## config.mk

```make
export PLATFORM = sky130hd
export DESIGN_NAME = refresh_dma_arb
export DESIGN_NICKNAME = d
export VERILOG_FILES = /design/src/rtl/refresh_arb_pkg.sv /design/src/rtl/rr_arbiter.sv /design/src/rtl/refresh_dma_arb.sv
export SDC_FILE = /design/constraint.sdc
export NUM_CORES = 1
export LEC_CHECK = 0
export ABC_AREA = 1
export BUFFER_PORTS_ARGS = -buffer_cell sky130_fd_sc_hd__buf_4
export CORE_ASPECT_RATIO = 1.5
export CORE_UTILIZATION = 47
export DETAILED_ROUTE_END_ITERATION = 10
export PLACE_DENSITY = 0.8
export SKIP_CTS_REPAIR_TIMING = 1
export SKIP_LAST_GASP = 1
export SYNTH_ARGS = -nofsm -noshare
export SYNTH_HDL_FRONTEND = slang
export SYNTH_SLANG_ARGS = --single-unit
```

## constraint.sdc

```tcl
create_clock -name clk_sys -period 1.2 [get_ports clk_sys]
set_input_delay 0.12 -clock clk_sys [delete_from_list [all_inputs] [get_ports clk_sys]]
set_output_delay 0.12 -clock clk_sys [all_outputs]
set_load 0.1 [all_outputs]
```

## src/rtl/refresh_arb_pkg.sv

```systemverilog
// Shared definitions for the refresh-window DMA arbiter.
//   arb_state_t   : FSM state encoding (idle / fetch in progress)
//   ACK_DELAY_DEF : default number of clk_sys cycles mem_rd is held per fetch
//   cnt_w()       : width of the per-fetch down-counter for a given delay
//   idx_w()       : width of a channel index for a given channel count
package refresh_arb_pkg;

  typedef enum logic [0:0] {
    ST_IDLE  = 1'b0,
    ST_FETCH = 1'b1
  } arb_state_t;

  localparam int ACK_DELAY_DEF = 7;

  function automatic int cnt_w(input int delay);
    return (delay < 2) ? 1 : $clog2(delay + 1);
  endfunction

  // A single-channel build still needs a one-bit index so ports stay legal.
  function automatic int idx_w(input int n);
    return (n < 2) ? 1 : $clog2(n);
  endfunction

endpackage

```

## src/rtl/rr_arbiter.sv

```systemverilog
// Combinational round-robin arbiter.
// Picks the first asserted request at or after the pointer, wrapping from
// NCH-1 back to 0.
// Ports:
//   req     in  NCH  request vector
//   ptr     in  IW   highest-priority channel index for this decision
//   gnt     out NCH  one-hot grant (all zero when nothing requests)
//   gnt_idx out IW   index of the granted channel
//   gnt_any out 1    at least one request was granted
module rr_arbiter
  import refresh_arb_pkg::*;
#(
  parameter int NCH = 2,
  parameter int IW  = idx_w(NCH)
) (
  input  logic [NCH-1:0] req,
  input  logic [IW-1:0]  ptr,
  output logic [NCH-1:0] gnt,
  output logic [IW-1:0]  gnt_idx,
  output logic           gnt_any
);

  always_comb begin
    int j;
    gnt     = '0;
    gnt_idx = '0;
    gnt_any = 1'b0;
    j       = 0;
    for (int k = 0; k < NCH; k++) begin
      j = int'(ptr) + k;
      if (j >= NCH) j = j - NCH;
      if (!gnt_any && req[j]) begin
        gnt_any = 1'b1;
        gnt[j]  = 1'b1;
        gnt_idx = IW'(j);
      end
    end
  end

endmodule

```

## src/rtl/refresh_dma_arb.sv

```systemverilog
// Multi-channel background SDRAM reader that only touches memory during Z80
// refresh windows (nRFSH low). One fetch per window, round-robin between
// channels.
// Optional feature: define REFRESH_ARB_CACHE_EN to add a per-channel
// last-address/data cache that answers repeated reads without a window.
// Ports:
//   clk_sys  in  1       system clock, all logic on posedge
//   reset    in  1       synchronous active-high reset
//   nRFSH    in  1       Z80 refresh strobe, active low
//   ch_req   in  NCH     per-channel request level, held until ch_ack
//   ch_addr  in  NCH*AW  per-channel address, channel i at [i*AW +: AW]
//   ch_ack   out NCH     one-cycle completion pulse
//   ch_data  out DW      fetched byte, valid with ch_ack, held afterwards
//   mem_rd   out 1       SDRAM read strobe towards the sram mux
//   mem_addr out AW      SDRAM address while mem_rd
//   mem_din  in  DW      SDRAM read data
//   busy     out 1       high while a fetch is in progress
module refresh_dma_arb
  import refresh_arb_pkg::*;
#(
  parameter int NCH       = 2,
  parameter int AW        = 25,
  parameter int DW        = 8,
  parameter int ACK_DELAY = ACK_DELAY_DEF
) (
  input  logic              clk_sys,
  input  logic              reset,
  input  logic              nRFSH,
  input  logic [NCH-1:0]    ch_req,
  input  logic [NCH*AW-1:0] ch_addr,
  output logic [NCH-1:0]    ch_ack,
  output logic [DW-1:0]     ch_data,
  output logic              mem_rd,
  output logic [AW-1:0]     mem_addr,
  input  logic [DW-1:0]     mem_din,
  output logic              busy
);

  localparam int IW = idx_w(NCH);
  localparam int CW = cnt_w(ACK_DELAY);

  arb_state_t     state;
  logic           t_rfsh;
  logic           win_start;
  logic           fetch_done;
  logic [CW-1:0]  cnt;
  logic [IW-1:0]  rr_ptr;
  logic [IW-1:0]  rr_next;
  logic [IW-1:0]  gnt_idx;
  logic [IW-1:0]  gnt_idx_q;
  logic [NCH-1:0] gnt_oh;
  logic [NCH-1:0] gnt_oh_q;
  logic           gnt_any;
  logic [NCH-1:0] elig;
  logic [AW-1:0]  gnt_addr;
  logic [NCH-1:0] hit_vec;
  logic [NCH-1:0] hit_sel;
  logic           hit_any;
  logic [DW-1:0]  hit_data;

  // The strobe history tracks nRFSH even through reset, so a window that is
  // already open when reset drops does not count as a new falling edge.
  always_ff @(posedge clk_sys) begin
    t_rfsh <= nRFSH;
  end

  assign win_start  = ~nRFSH & t_rfsh;
  assign fetch_done = (state == ST_FETCH) && !nRFSH && (cnt == CW'(1));

  // Channels answered by the cache, or being acked this cycle, never take the
  // refresh window.
  assign elig     = ch_req & ~hit_vec & ~ch_ack;
  assign gnt_addr = ch_addr[int'(gnt_idx)*AW +: AW];
  assign rr_next  = (int'(gnt_idx) == NCH - 1) ? '0 : gnt_idx + 1'b1;

  rr_arbiter #(
    .NCH (NCH),
    .IW  (IW)
  ) u_rr_arbiter (
    .req     (elig),
    .ptr     (rr_ptr),
    .gnt     (gnt_oh),
    .gnt_idx (gnt_idx),
    .gnt_any (gnt_any)
  );

`ifdef REFRESH_ARB_CACHE_EN
  logic [AW-1:0]  c_addr [NCH];
  logic [DW-1:0]  c_data [NCH];
  logic [NCH-1:0] c_vld;

  always_comb begin
    hit_vec = '0;
    for (int i = 0; i < NCH; i++) begin
      hit_vec[i] = (state == ST_IDLE) && ch_req[i] && c_vld[i] && !ch_ack[i] &&
                   (ch_addr[i*AW +: AW] == c_addr[i]);
    end
  end

  // Several hits in one cycle are drained lowest index first, one per cycle.
  always_comb begin
    hit_sel  = '0;
    hit_any  = 1'b0;
    hit_data = '0;
    for (int i = 0; i < NCH; i++) begin
      if (!hit_any && hit_vec[i]) begin
        hit_any    = 1'b1;
        hit_sel[i] = 1'b1;
        hit_data   = c_data[i];
      end
    end
  end

  always_ff @(posedge clk_sys) begin
    if (reset) begin
      c_vld <= '0;
    end else if (fetch_done) begin
      c_vld[gnt_idx_q] <= 1'b1;
    end
  end

  // Cached contents are refreshed even when the requester already gave up.
  always_ff @(posedge clk_sys) begin
    if (fetch_done) begin
      c_addr[gnt_idx_q] <= mem_addr;
      c_data[gnt_idx_q] <= mem_din;
    end
  end
`else
  assign hit_vec  = '0;
  assign hit_sel  = '0;
  assign hit_any  = 1'b0;
  assign hit_data = '0;
`endif

  always_ff @(posedge clk_sys) begin
    if (reset) begin
      state     <= ST_IDLE;
      cnt       <= '0;
      rr_ptr    <= '0;
      gnt_idx_q <= '0;
      gnt_oh_q  <= '0;
      ch_ack    <= '0;
      ch_data   <= '0;
      mem_rd    <= 1'b0;
      mem_addr  <= '0;
      busy      <= 1'b0;
    end else begin
      ch_ack <= '0;
      case (state)
        ST_IDLE: begin
          if (hit_any) begin
            ch_ack  <= hit_sel;
            ch_data <= hit_data;
          end
          if (win_start && gnt_any) begin
            state     <= ST_FETCH;
            mem_rd    <= 1'b1;
            busy      <= 1'b1;
            mem_addr  <= gnt_addr;
            cnt       <= CW'(ACK_DELAY);
            rr_ptr    <= rr_next;
            gnt_idx_q <= gnt_idx;
            gnt_oh_q  <= gnt_oh;
          end
        end
        ST_FETCH: begin
          if (nRFSH) begin
            // Window closed early: drop the read and give the same channel
            // first claim on the next window.
            state  <= ST_IDLE;
            mem_rd <= 1'b0;
            busy   <= 1'b0;
            cnt    <= '0;
            rr_ptr <= gnt_idx_q;
          end else if (cnt == CW'(1)) begin
            state   <= ST_IDLE;
            mem_rd  <= 1'b0;
            busy    <= 1'b0;
            cnt     <= '0;
            ch_data <= mem_din;
            ch_ack  <= gnt_oh_q & ch_req;
          end else begin
            cnt <= cnt - 1'b1;
          end
        end
        default: state <= ST_IDLE;
      endcase
    end
  end

endmodule

```

# Word-level counts from Yosys, hierarchy flattened
# Cells that the tools add are included.
[classes]
n_shift = 1
magnitude_cmp = 6
mul = 1
reduce_logical = 9
n_mux = 40
n_eq_ne = 6
bitwise_logic = 7
addsub = 5
[op_table]
columns = ["operator", "count"]
rows = [
  ["32-bit by 1-bit >= comparator with 1-bit output, second input constant", 2],
  ["32-bit by 3-bit less-than comparator with 1-bit output, second input constant", 2],
  ["32-bit 2-to-1 mux", 2],
  ["50-bit by 7-bit indexed part select with 25-bit output", 1],
  ["32-bit by 3-bit >= comparator with 1-bit output, second input constant", 1],
  ["32-bit by 3-bit subtractor with 32-bit output, second input constant", 1],
  ["8-bit 2-to-1 mux", 3],
  ["1-bit 2-to-1 mux", 21],
  ["3-bit 2-to-1 mux", 3],
  ["2-bit 2-to-1 mux", 4],
  ["1-bit by 5-bit multiplier with 6-bit output, second input constant", 1],
  ["2-bit != test, second input constant", 3],
  ["1-bit one-hot mux with 2 select lines", 3],
  ["3-bit one-hot mux with 2 select lines", 1],
  ["2-bit AND reduction", 3],
  ["2-bit AND", 2],
  ["1-bit logical AND", 4],
  ["2-bit one-hot mux with 2 select lines", 1],
  ["3-bit by 1-bit equality test with 1-bit output, second input constant", 1],
  ["3-bit by 2-bit != test with 1-bit output, second input constant", 1],
  ["3-bit AND reduction", 1],
  ["1-bit by 2-bit subtractor with 3-bit output, second input constant", 1],
  ["3-bit by 1-bit subtractor with 3-bit output, second input constant", 1],
  ["1-bit by 1-bit adder with 2-bit output, second input constant", 1],
  ["other kinds (9)", 11],
]
[totals]
inputBits = 63
ff_bits = 45
word_cells = 85
out_inout_bits = 37

# Depth between registers and ports, before layout
# Gate-level depths: netlist (run 1).
[depth]
word_depth = 13
depth_mapped = 9
depth_no_buf = 9

# By module
# From an unflattened synthesis (run 1), not the netlist that was laid out.
[unflattened]
hier_cells = 316
area_unflattened_um2 = 2105.8
[by_module_without_submodules]
columns = ["mod", "seq_area_each_um2", "cells_per_inst", "instances", "area_per_inst_um2"]
rows = [
  ["refresh_dma_arb", 900.9, 302, 1, 2050.7],
  ["rr_arbiter", 0.0, 14, 1, 55.1],
]

# Least setup slack after synthesis (run 1)
# OpenSTA, ideal clock, no wires.
[synth_path]
path_type = "register to register"
startpoint = "register ch_ack[1]"
endpoint = "register mem_addr[16]"
path_buffers = 1
path_stages_with_launch = 9
arrival_time_ns = 1.673
slack_ns = -0.584
setup_ns = 0.112
path_cell_list = "dfxtp_1 > inv_1 > nand2_1 > clkinv_2 > buf_2 > nand3_1 > nand2_1 > nor2_1 > nor2_1"
[synth_between]
elab_chain_cells = 11
word_cells_on_any_way = 18
cone_classes = "mul (1); shift (1); mux (10); bitwise (2); reduce/logical (4)"
[synth_rtl]
columns = ["item", "line", "text"]
rows = [
  ["start, declared", "refresh_dma_arb.sv:31", "output logic [NCH-1:0] ch_ack,"],
  ["start signal, assigned", "refresh_dma_arb.sv:153", "ch_ack <= hit_sel;"],
  ["start signal, assigned", "refresh_dma_arb.sv:182", "ch_ack <= gnt_oh_q & ch_req;"],
  ["2-bit inverter (*)", "refresh_dma_arb.sv:72", "assign elig = ch_req & ~hit_vec & ~ch_ack;"],
  ["2-bit AND (*)", "refresh_dma_arb.sv:72", ""],
  ["1-bit 2-to-1 mux (not written as such) (3 in a row)", "rr_arbiter.sv:32", "if (!gnt_any && req[j]) begin"],
  ["1-bit 2-to-1 mux", "rr_arbiter.sv:32", ""],
  ["1-bit zero test", "rr_arbiter.sv:32", ""],
  ["1-bit logical AND", "rr_arbiter.sv:32", ""],
  ["1-bit 2-to-1 mux", "rr_arbiter.sv:32", ""],
  ["1-bit by 5-bit multiplier with 6-bit output / 1-bit logical AND (equally long branches)", "refresh_dma_arb.sv:73, refresh_dma_arb.sv:156", ""],
  ["50-bit by 7-bit indexed part select with 25-bit output / 2-bit AND reduction (equally long branches)", "-", ""],
  ["end signal, assigned", "refresh_dma_arb.sv:160", "mem_addr <= gnt_addr;"],
  ["end, declared", "refresh_dma_arb.sv:34", "output logic [AW-1:0] mem_addr,"],
]
# Every way passes the cells marked *; elsewhere a longest branch is shown, timed or not. The select of a mux whose other input is x is not followed.
# A chain may end at the register's enable or synchronous reset.

# Worst setup path after layout (run 1)
[layout_path]
startpoint = "register ch_ack[0]"
endpoint = "register rr_ptr"
[layout_between]
elab_chain_cells = 13
word_cells_on_any_way = 21
cone_classes = "add/sub (1); eq/ne (1); mux (13); bitwise (2); reduce/logical (4)"
[layout_rtl]
columns = ["item", "line", "text"]
rows = [
  ["2-bit inverter (*)", "refresh_dma_arb.sv:72", ""],
  ["2-bit AND (*)", "refresh_dma_arb.sv:72", ""],
  ["1-bit 2-to-1 mux (not written as such) (3 in a row)", "rr_arbiter.sv:32", ""],
  ["1-bit 2-to-1 mux", "rr_arbiter.sv:32", ""],
  ["1-bit zero test", "rr_arbiter.sv:32", ""],
  ["1-bit logical AND", "rr_arbiter.sv:32", ""],
  ["1-bit 2-to-1 mux", "rr_arbiter.sv:32", ""],
  ["1-bit adder", "refresh_dma_arb.sv:74", "assign rr_next = (int'(gnt_idx) == NCH - 1) ? '0 : gnt_idx + 1'b1;"],
  ["1-bit 2-to-1 mux", "refresh_dma_arb.sv:74", ""],
  ["1-bit 2-to-1 mux", "refresh_dma_arb.sv:156", "if (win_start && gnt_any) begin"],
  ["1-bit one-hot mux with 2 select lines", "refresh_dma_arb.sv:150", "case (state)"],
  ["end signal, assigned", "refresh_dma_arb.sv:162", "rr_ptr <= rr_next;"],
  ["end signal, assigned", "refresh_dma_arb.sv:175", "rr_ptr <= gnt_idx_q;"],
  ["end, declared", "refresh_dma_arb.sv:47", "logic [IW-1:0] rr_ptr;"],
]
# Marks and branches as above.

==> flow_metrics.tcl, run 1 <==
set metrics [dict create \
    status "finished with violations" \
    violations "negative setup slack" \
    port_buffers 99 \
    worstSetupEndpointType "flop" \
    drive_gt1_share_pct 50.7 \
    grt_start_max_net_pins 28 \
    ant_nets 0 \
    ys_ff_latch 45 \
    grt_pass1_wl_um 9380 \
    place_area_sq_um 3160 \
    worst_skew_pair.late_latency_ns 0.31 \
    period_needed_ns 1.27 \
    synth.most_common_cell "nand2_1" \
    viasPerCell 4.81 \
    dr.pass1.iters 4 \
    cts.sinks 45 \
    maxCapViolCount 0 \
    finalSetupViolCount 25 \
    die_y_um 87.0 \
    via_count 2571 \
    grt_pass1_vias 2288 \
    worst_ep_arrival_time_ns 1.48 \
    max_stage_delay_ns 0.36 \
    cts_buffers 5 \
    synth_commonest_cells "121 x nand2_1, 69 x nor2_1, 45 x dfxtp_1" \
    fmax_mhz 789 \
    synth_edf_count 0 \
    overflow 0 \
    root_buffer "clkbuf_8" \
    cts_tree "done" \
    syn_avg_cell_area_sq_um 6.41 \
    utilization_pct 81.9 \
    clock_skew_ns 0.00716 \
    dieArea_sq_um 5100 \
    critPathMaxFanout 5 \
    yosys.area.top_type_share_pct 39.8 \
    antenna_found_initial 0 \
    syn_area_sq_um 2260 \
    pin_count 100 \
    peakVddDrop_uv 977 \
    critPathLaunchType "flop" \
    path_cells "inv_4 > nand2_4 > nand2_4 > nand3_4 > buf_6 > buf_4 > nand2_2 > nand2_2 > inv_2 > nor2_1" \
    clk_pin_slew_ns 0.09 \
    path_buf_inv 4 \
    area_growth_pct 65.7 \
    synthFlopType "dfxtp_1" \
    drt_iter0_markers 130 \
    rrSetupSlack_ns -0.07 \
    n_antenna_cell 0 \
    cp.required_ns 1.41 \
    syn_inst 353 \
    tns_ns -0.565 \
    rows 30 \
    place_ws_ns -0.0574 \
    coreArea_sq_um 4580 \
    final.period_utilization_pct 106 \
    final_area_sq_um 3750 \
    initial_core_util_pct 49.4 \
    report.final.slew_viol_count 0 \
    drcViolationCount 0 \
    synth_top_area_cell "dfxtp_1" \
    worstHoldPathType "in -> reg" \
    cts_buffer_depth 2 \
    htreeDepth 2 \
    relSlewSlack_pct 79.1 \
    hpwl_um 4130 \
    worst_pin_slew_ns 0.310 \
    crit_family "buffers and inverters" \
    synth_area_leaders "dfxtp_1 40%, nand2_1 20%, nor2_1 11%, nand3_1 6.2%, inv_1 6.0%" \
    yosysWarningCount 0 \
    place_congestion 0.803 \
    async_flop_share_pct 0 \
    wl_per_cell_um 13.8 \
    grtUsageTotal_pct 23.6 \
    finalHoldViolCount 0 \
    syn_nets 418 \
    nets 535 \
    critPathKind "reg -> reg" \
    cp_slowest_cell "dfxtp_4" \
    finalWorstSetupSlack_ns -0.0672 \
    rsz0062_at_grt "true" \
    die_w_um 58.7 \
    synth_seq_area_share_pct 39.8 \
    synth.distinct_cells 25 \
    drt-total-wl_um 7390 \
    p_leak_nw 1.98 \
    pwr_density_cell_nw_per_um2 1140 \
]
==> power by group <==
part	switching (W)	internal, W
Sequential	0.0000493	0.00158
Clock	0.000564	0.000624
Combinational	0.000955	0.000505
Total	0.00157	0.00271
==> state kept, by name, summed over array words and instances, names as in the netlist <==
register and count:
mem_addr 25, rr_ptr 1, gnt_oh_q 2, state 1
cnt 3, ch_ack 2, gnt_idx_q 1, ch_data 8
busy 1, t_rfsh 1
==> worst min-delay path, delay by kind of cell <==
kind / cells / cell delay (ns)
buffers and inverters: 1 / 0.08
and+or+nand+nor: 2 / 0.11
==> worst paths after layout <==
path,depth (start not counted),from,endpoint
max,10,ch_ack[0],rr_ptr
min,3,mem_din[6],ch_data[6]
max reg2reg,10,ch_ack[0],rr_ptr
min reg2reg,2,gnt_oh_q[1],ch_ack[1]
==> final cells by class <==
cell class	instances	area, sq um
clock buffers	5	68.8
clock inverters	3	46.3
fillers	297	830
inverters	44	185
multi-input cells	248	1310
flip-flops and latches	45	951
well taps	64	80.1
repair buffers	126	1110
==> stage by stage <==
step,cells,hold slack [ns],power [W]
2_1_floorplan,353,0.148,0.00253
3_3_place_gp,509,0.257,0.00286
3_5_place_dp,509,0.258,0.00288
4_1_cts,517,-0.0619,0.00404
5_1_grt,535,0.0307,0.00442
6_report,535,0.0285,0.00428
==> logic make-up (layout without fill, tap and decap cells) <==
| kind of cell | Yosys count | in the layout | share of synthesized area [%] |
|---|---|---|---|
| simple gates | 226 | 227 | 41.2 |
| buf+inv | 61 | 178 | 12.8 |
| flops | 45 | 45 | 39.8 |
| compound gates | 18 | 18 | 4.64 |
| fa+ha+maj | 2 | 2 | 1.11 |
| xor+xnor | 1 | 1 | 0.387 |
==> placed cells by master, fill, tap and decap left out, types with 6 or more instances in the layout <==
| cell type | count |
|---|---|
| o21ai_1 | 6 |
| buf_4 | 106 |
| nor2_4 | 9 |
| buf_6 | 10 |
| nand3_1 | 26 |
| nand2_4 | 9 |
| inv_1 | 33 |
| dfxtp_2 | 34 |
| nand2_2 | 17 |
| dfxtp_1 | 9 |
| nor2_1 | 48 |
| nor2_2 | 13 |
| nand2_1 | 97 |
| inv_2 | 6 |
==> metal layers <==
metal  global-route usage (%)  wire [um]
met5                        0          0
met4                     12.3        238
met3                     4.90        420
met2                     44.1       4100
met1                     23.8       2630
(Power assumes the default switching activity.)
==> inputs of run 2 (changes only) <==
--- a/config.mk
+++ b/config.mk
@@ -6,7 +6,7 @@
 export NUM_CORES = 1
 export LEC_CHECK = 0
 export ABC_AREA = 1
-export BUFFER_PORTS_ARGS = -buffer_cell sky130_fd_sc_hd__buf_4
+export BUFFER_PORTS_ARGS = -buffer_cell sky130_fd_sc_hd__buf_2
 export CORE_ASPECT_RATIO = 1.5
 export CORE_UTILIZATION = 47
 export DETAILED_ROUTE_END_ITERATION = 10
==> flow_metrics.tcl, run 2 (synthesis gave the netlist of run 1 again) <==
set metrics [dict create \
    status "finished with violations" \
    violations "negative setup slack" \
    p_leak_nw 1.84 \
    wl_met2_um 3490 \
    grt_pass1_wl_um 8440 \
    worst_hold_slack_ns 0.0483 \
    worstSetupEndpointType "flop" \
    dieArea_sq_um 5100 \
    max_stage_delay_ns 0.37 \
    dr_wl_met3_um 289 \
    wl_per_cell_um 11.8 \
    drt-total-wl_um 6200 \
    die_w_um 58.7 \
    maxCapViolCount 0 \
    pwr-share-seq_pct 42.4 \
    path_cells "inv_4 > nand2_4 > nand2_4 > nand3_4 > clkbuf_16 > nand2_2 > nand2_2 > a21oi_2" \
    crit_family "simple AND/OR/NAND/NOR gates" \
    via_count 2504 \
    hold_depth 3 \
    final.period_utilization_pct 102 \
    worst_skew_pair.late_latency_ns 0.30 \
    top_register "mem_addr" \
    cts_tree "done" \
    root_buffer "clkbuf_8" \
    place_congestion 0.865 \
    coreArea_sq_um 4580 \
    startpoint "ch_ack[0]" \
    htreeDepth 2 \
    peakVddDrop_uv 1050 \
    viasPerCell 4.75 \
    worstHoldPathType "in -> reg" \
    path_buf_inv 2 \
    nets 527 \
    cts_buffers 5 \
    die_y_um 87.0 \
    grt_pass1_vias 2036 \
    wl_met1_um 2350 \
    pin_count 100 \
    drt_iter0_markers 65 \
    cell_internal_pwr_w 0.00236 \
    final_cell_mix "103 x nand2_1, 84 x buf_2, 59 x nor2_1" \
    num-fill-cells 400 \
    worst_pin_slew_ns 0.505 \
    rows 30 \
    period_needed_ns 1.22 \
    dr.pass1.iters 4 \
    r2r_end "gnt_oh_q[0]" \
    clk_pin_slew_ns 0.09 \
    report.final.slew_viol_count 0 \
    largest_register_ffs 25 \
    drcViolationCount 0 \
    worst_ep_arrival_time_ns 1.46 \
    finalHoldViolCount 0 \
    antenna_found_initial 0 \
    finalSetupViolCount 9 \
    hold_path.startpoint "mem_din[2]" \
    ant_nets 0 \
    p_comb_share_pct 32.9 \
    area_growth_pct 48.0 \
    rr_worst_depth 8 \
    fmax_mhz 818 \
    pwr_density_cell_nw_per_um2 1140 \
    hpwl_um 3940 \
    cp.required_ns 1.44 \
    critPathKind "reg -> reg" \
    top_regs "mem_addr: 25 flops, ch_data: 8 flops, cnt: 3 flops" \
    n_antenna_cell 0 \
    relSlewSlack_pct 66.5 \
    p_sw_w 0.00147 \
    grtUsageTotal_pct 21.3 \
    whs_endpoint "ch_data[2]" \
    layout_commonest_cell "nand2_1" \
    clock_skew_ns 0.00670 \
    overflow 0 \
    cts.sinks 45 \
    tns_ns -0.103 \
    r2r_start "ch_ack[0]" \
    critPathMaxFanout 7 \
    rsz0062_at_grt "true" \
    initial_core_util_pct 49.4 \
    rrSetupSlack_ns -0.02 \
    cp_slowest_cell "dfxtp_4" \
    finalWorstSetupSlack_ns -0.0228 \
    p_sw_share_pct 38.3 \
    critPathLaunchType "flop" \
    cts_buffer_depth 2 \
    grt_start_max_net_pins 29 \
    topRoutingLayerUsed "met4" \
    p_clk_share_pct 24.7 \
    drive_gt1_share_pct 45.1 \
    port_buffers 99 \
]
## run 2: changes by cell type in the layout (fill, tap and decap cells not counted), sizes merged
cell	change
clkbuf	+13
bufinv	-1
buf	-21
nand3	+1
clkinvlp	+2
nand2	-1
clkinv	-1
## run 2: worst register-to-register path: cells and delay by family (launching register included)
| family | cells | cell delay, ns |
|---|---|---|
| buffers and inverters | 2 | 0.29 |
| AOI/OAI and AO/OA | 1 | 0.09 |
| and+or+nand+nor | 5 | 0.40 |
| DFF | 1 | 0.37 |
## run 2: area by class of cell
| type | count | area (sq um) | area share (%) |
|---|---|---|---|
| Clock buffer | 5 | 68.8 | 2.05 |
| Clock inverter | 3 | 22.5 | 0.672 |
| Inverter | 44 | 185 | 5.53 |
| Multi-Input combinational cell | 248 | 1220 | 36.5 |
| Sequential cell | 45 | 950 | 28.4 |
| Tap cell | 64 | 80.1 | 2.39 |
| Timing Repair Buffer | 118 | 822 | 24.5 |
## run 2: layer usage
| metal | track usage (%) | vias to the layer above |
|---|---|---|
| li1 | - | 1278 |
| met2 | 39.7 | 80 |
| met3 | 5.50 | 7 |
| met4 | 7.79 | 0 |
| met5 | 0 | - |
| met1 | 22.5 | 1139 |
## run 2: how the worst max path moves through the flow
stage          depth (start not counted)  slack [ns]     endpoint
5_1_grt                                8       -0.08  mem_addr[6]
3_5_place_dp                           7       -0.04   ch_data[0]
3_3_place_gp                           7       0.009   ch_data[5]
4_1_cts                                7       -0.07   ch_data[1]
6_report                               8       -0.02  gnt_oh_q[0]
2_1_floorplan                          7       -0.09       cnt[1]
## run 2: metrics by stage
step                      cell area, sq um  util, %  power [W]  instances  setup WS (ns)
after floorplan                       2350        -    0.00253        353        -0.0894
after global placement                2930     63.9    0.00275        508        0.00931
after detailed placement              2930     63.9    0.00277        508        -0.0379
after CTS                             3020     65.9    0.00371        516        -0.0715
after global routing                  3350     73.1    0.00399        527        -0.0790
final                                 3350     73.1    0.00383        527        -0.0228
## run 2: power by group through the flow
stage          registers [W]  clock network [W]  logic, W
2_1_floorplan        0.00211                  0  0.000421
3_3_place_gp         0.00165                  0   0.00109
3_5_place_dp         0.00166                  0   0.00111
4_1_cts              0.00162           0.000971   0.00112
5_1_grt              0.00163            0.00102   0.00134
6_report             0.00162           0.000946   0.00126
==> inputs of run 3 (changes only) <==
--- a/config.mk
+++ b/config.mk
@@ -8,9 +8,9 @@
 export ABC_AREA = 1
 export BUFFER_PORTS_ARGS = -buffer_cell sky130_fd_sc_hd__buf_2
 export CORE_ASPECT_RATIO = 1.5
-export CORE_UTILIZATION = 47
+export CORE_UTILIZATION = 40
 export DETAILED_ROUTE_END_ITERATION = 10
-export PLACE_DENSITY = 0.8
+export PLACE_DENSITY = 0.69
 export SKIP_CTS_REPAIR_TIMING = 1
 export SKIP_LAST_GASP = 1
 export SYNTH_ARGS = -nofsm -noshare
==> flow_metrics.tcl, run 3 (synthesis gave the netlist of run 1 again) <==
set metrics [dict create \
    status "complete, no violations" \
    cell_internal_pwr_w 0.00233 \
    p_comb_share_pct 31.6 \
    utilization_pct 57.8 \
    p_sw_w 0.00135 \
    top_register "mem_addr" \
    nets 520 \
    finalWorstSetupSlack_ns 0.0363 \
    finalHoldViolCount 0 \
    critPathLaunchType "flop" \
    rsz0062_at_grt "true" \
    grt_pass1_vias 2049 \
    worst_skew_pair.late_latency_ns 0.29 \
    overflow 0 \
    die_y_um 94.1 \
    port_buffers 99 \
    top_regs "mem_addr: 25 flops, ch_data: 8 flops, cnt: 3 flops" \
    final.period_utilization_pct 97.0 \
    grtUsageTotal_pct 18.1 \
    via_count 2356 \
    path_buf_inv 1 \
    fmax_mhz 859 \
    cts_tree "done" \
    grt_start_max_net_pins 31 \
    antenna_found_initial 0 \
    p_leak_nw 1.75 \
    final_cell_mix "117 x nand2_1, 90 x buf_2, 69 x nor2_1" \
    cts.sinks 45 \
    root_buffer "clkbuf_8" \
    critPathMaxFanout 2 \
    pwr_density_cell_nw_per_um2 1170 \
    die_w_um 63.4 \
    dieArea_sq_um 5970 \
    rows 33 \
    largest_register_ffs 25 \
    drt-total-wl_um 5310 \
    worstSetupEndpointType "output port" \
    path_cells "buf_2" \
    area_growth_pct 39.2 \
    peakVddDrop_uv 783 \
    max_stage_delay_ns 0.42 \
    htreeDepth 2 \
    drt_iter0_markers 103 \
    report.final.slew_viol_count 0 \
    pin_count 100 \
    cp_slowest_cell "buf_2" \
    relSlewSlack_pct 66.9 \
    p_clk_share_pct 24.3 \
    drcViolationCount 0 \
    cts_buffer_depth 2 \
    crit_family "buffers and inverters" \
    drive_gt1_share_pct 38.6 \
    grt_pass1_wl_um 8650 \
    coreArea_sq_um 5450 \
    cp.required_ns 1.08 \
    finalSetupViolCount 0 \
    worst_pin_slew_ns 0.500 \
    critPathKind "reg -> out" \
    clock_skew_ns 0.00408 \
    pwr-share-seq_pct 44.1 \
    place_ws_ns -0.0548 \
    ant_nets 0 \
    p_total_w 0.00368 \
    period_needed_ns 1.16 \
    dr.pass1.iters 4 \
    maxCapViolCount 0 \
    place_congestion 0.783 \
    p_sw_share_pct 36.6 \
    layout_commonest_cell "nand2_1" \
    cts_buffers 5 \
    clk_pin_slew_ns 0.08 \
    wl_per_cell_um 10.1 \
    worstHoldPathType "in -> reg" \
    initial_core_util_pct 41.5 \
    viasPerCell 4.48 \
    n_antenna_cell 0 \
    worst_ep_arrival_time_ns 1.04 \
    hpwl_um 3880 \
]
run 3: cell count changes in the layout (fill, tap and decap cells not counted), moves of 3 or more:
cell	previous run	this run
nand2_2	12	3
buf_2	84	90
nand2_4	7	2
nor2_1	59	69
clkbuf_1	0	3
clkbuf_16	4	0
o21ai_0	4	8
nor2_2	9	0
clkinvlp_4	3	0
buf_12	5	9
clkbuf_4	13	4
nand2_1	103	117
run 3: final timing paths:
check              startpoint           to  slack [ns]  cells past startpoint
setup / recovery  mem_addr[5]  mem_addr[5]        0.04                      1
hold / removal     mem_din[5]   ch_data[5]        0.05                      3
setup reg to reg    ch_ack[1]  mem_addr[6]        0.05                      8
hold reg to reg   gnt_oh_q[0]    ch_ack[0]        0.44                      2
run 3: layer usage:
metal	wire length [um]	global-route usage, %	up-vias
met5	0	0	-
met4	121	7.20	0
met3	276	5.34	14
met2	2670	31.8	67
met1	2240	20.0	1014
li1	-	-	1261
run 3: power groups by stage:
stage               Clock [W]  Combinational (W)  Sequential (W)
detailed placement          0            0.00115         0.00166
CTS                  0.000917            0.00115         0.00162
global placement            0            0.00114         0.00166
global route         0.000987            0.00126         0.00164
finish               0.000893            0.00116         0.00163
floorplan                   0           0.000421         0.00211
run 3: worst reg2reg max path, cell delays in order (launching register included):
cell      delay (ns)
dfxtp_4         0.37
inv_2           0.04
nand2_4         0.07
clkinv_4        0.11
buf_4           0.18
nand3_1         0.08
nand2_1         0.07
nor2_1          0.09
nor2_1          0.04
run 3: final cells by class:
| type | instances | area [sq um] |
|---|---|---|
| Multi-Input combinational cell | 247 | 1120 |
| Sequential cell | 45 | 951 |
| Clock buffer | 8 | 80.1 |
| Fill cell | 582 | 2300 |
| Timing Repair Buffer | 112 | 734 |
| Inverter | 44 | 180 |
| Tap cell | 70 | 87.6 |
run 3: metrics by stage:
step,instance area [sq um],hold WS (ns),std cells,setup TNS (ns)
global placement,3010,0.264,516,0
global route,3150,0.0407,526,-0.608
finish,3150,0.0465,526,0
CTS,3090,-0.0416,524,-0.481
floorplan,2350,0.148,353,-1.30
detailed placement,3010,0.263,516,-0.296
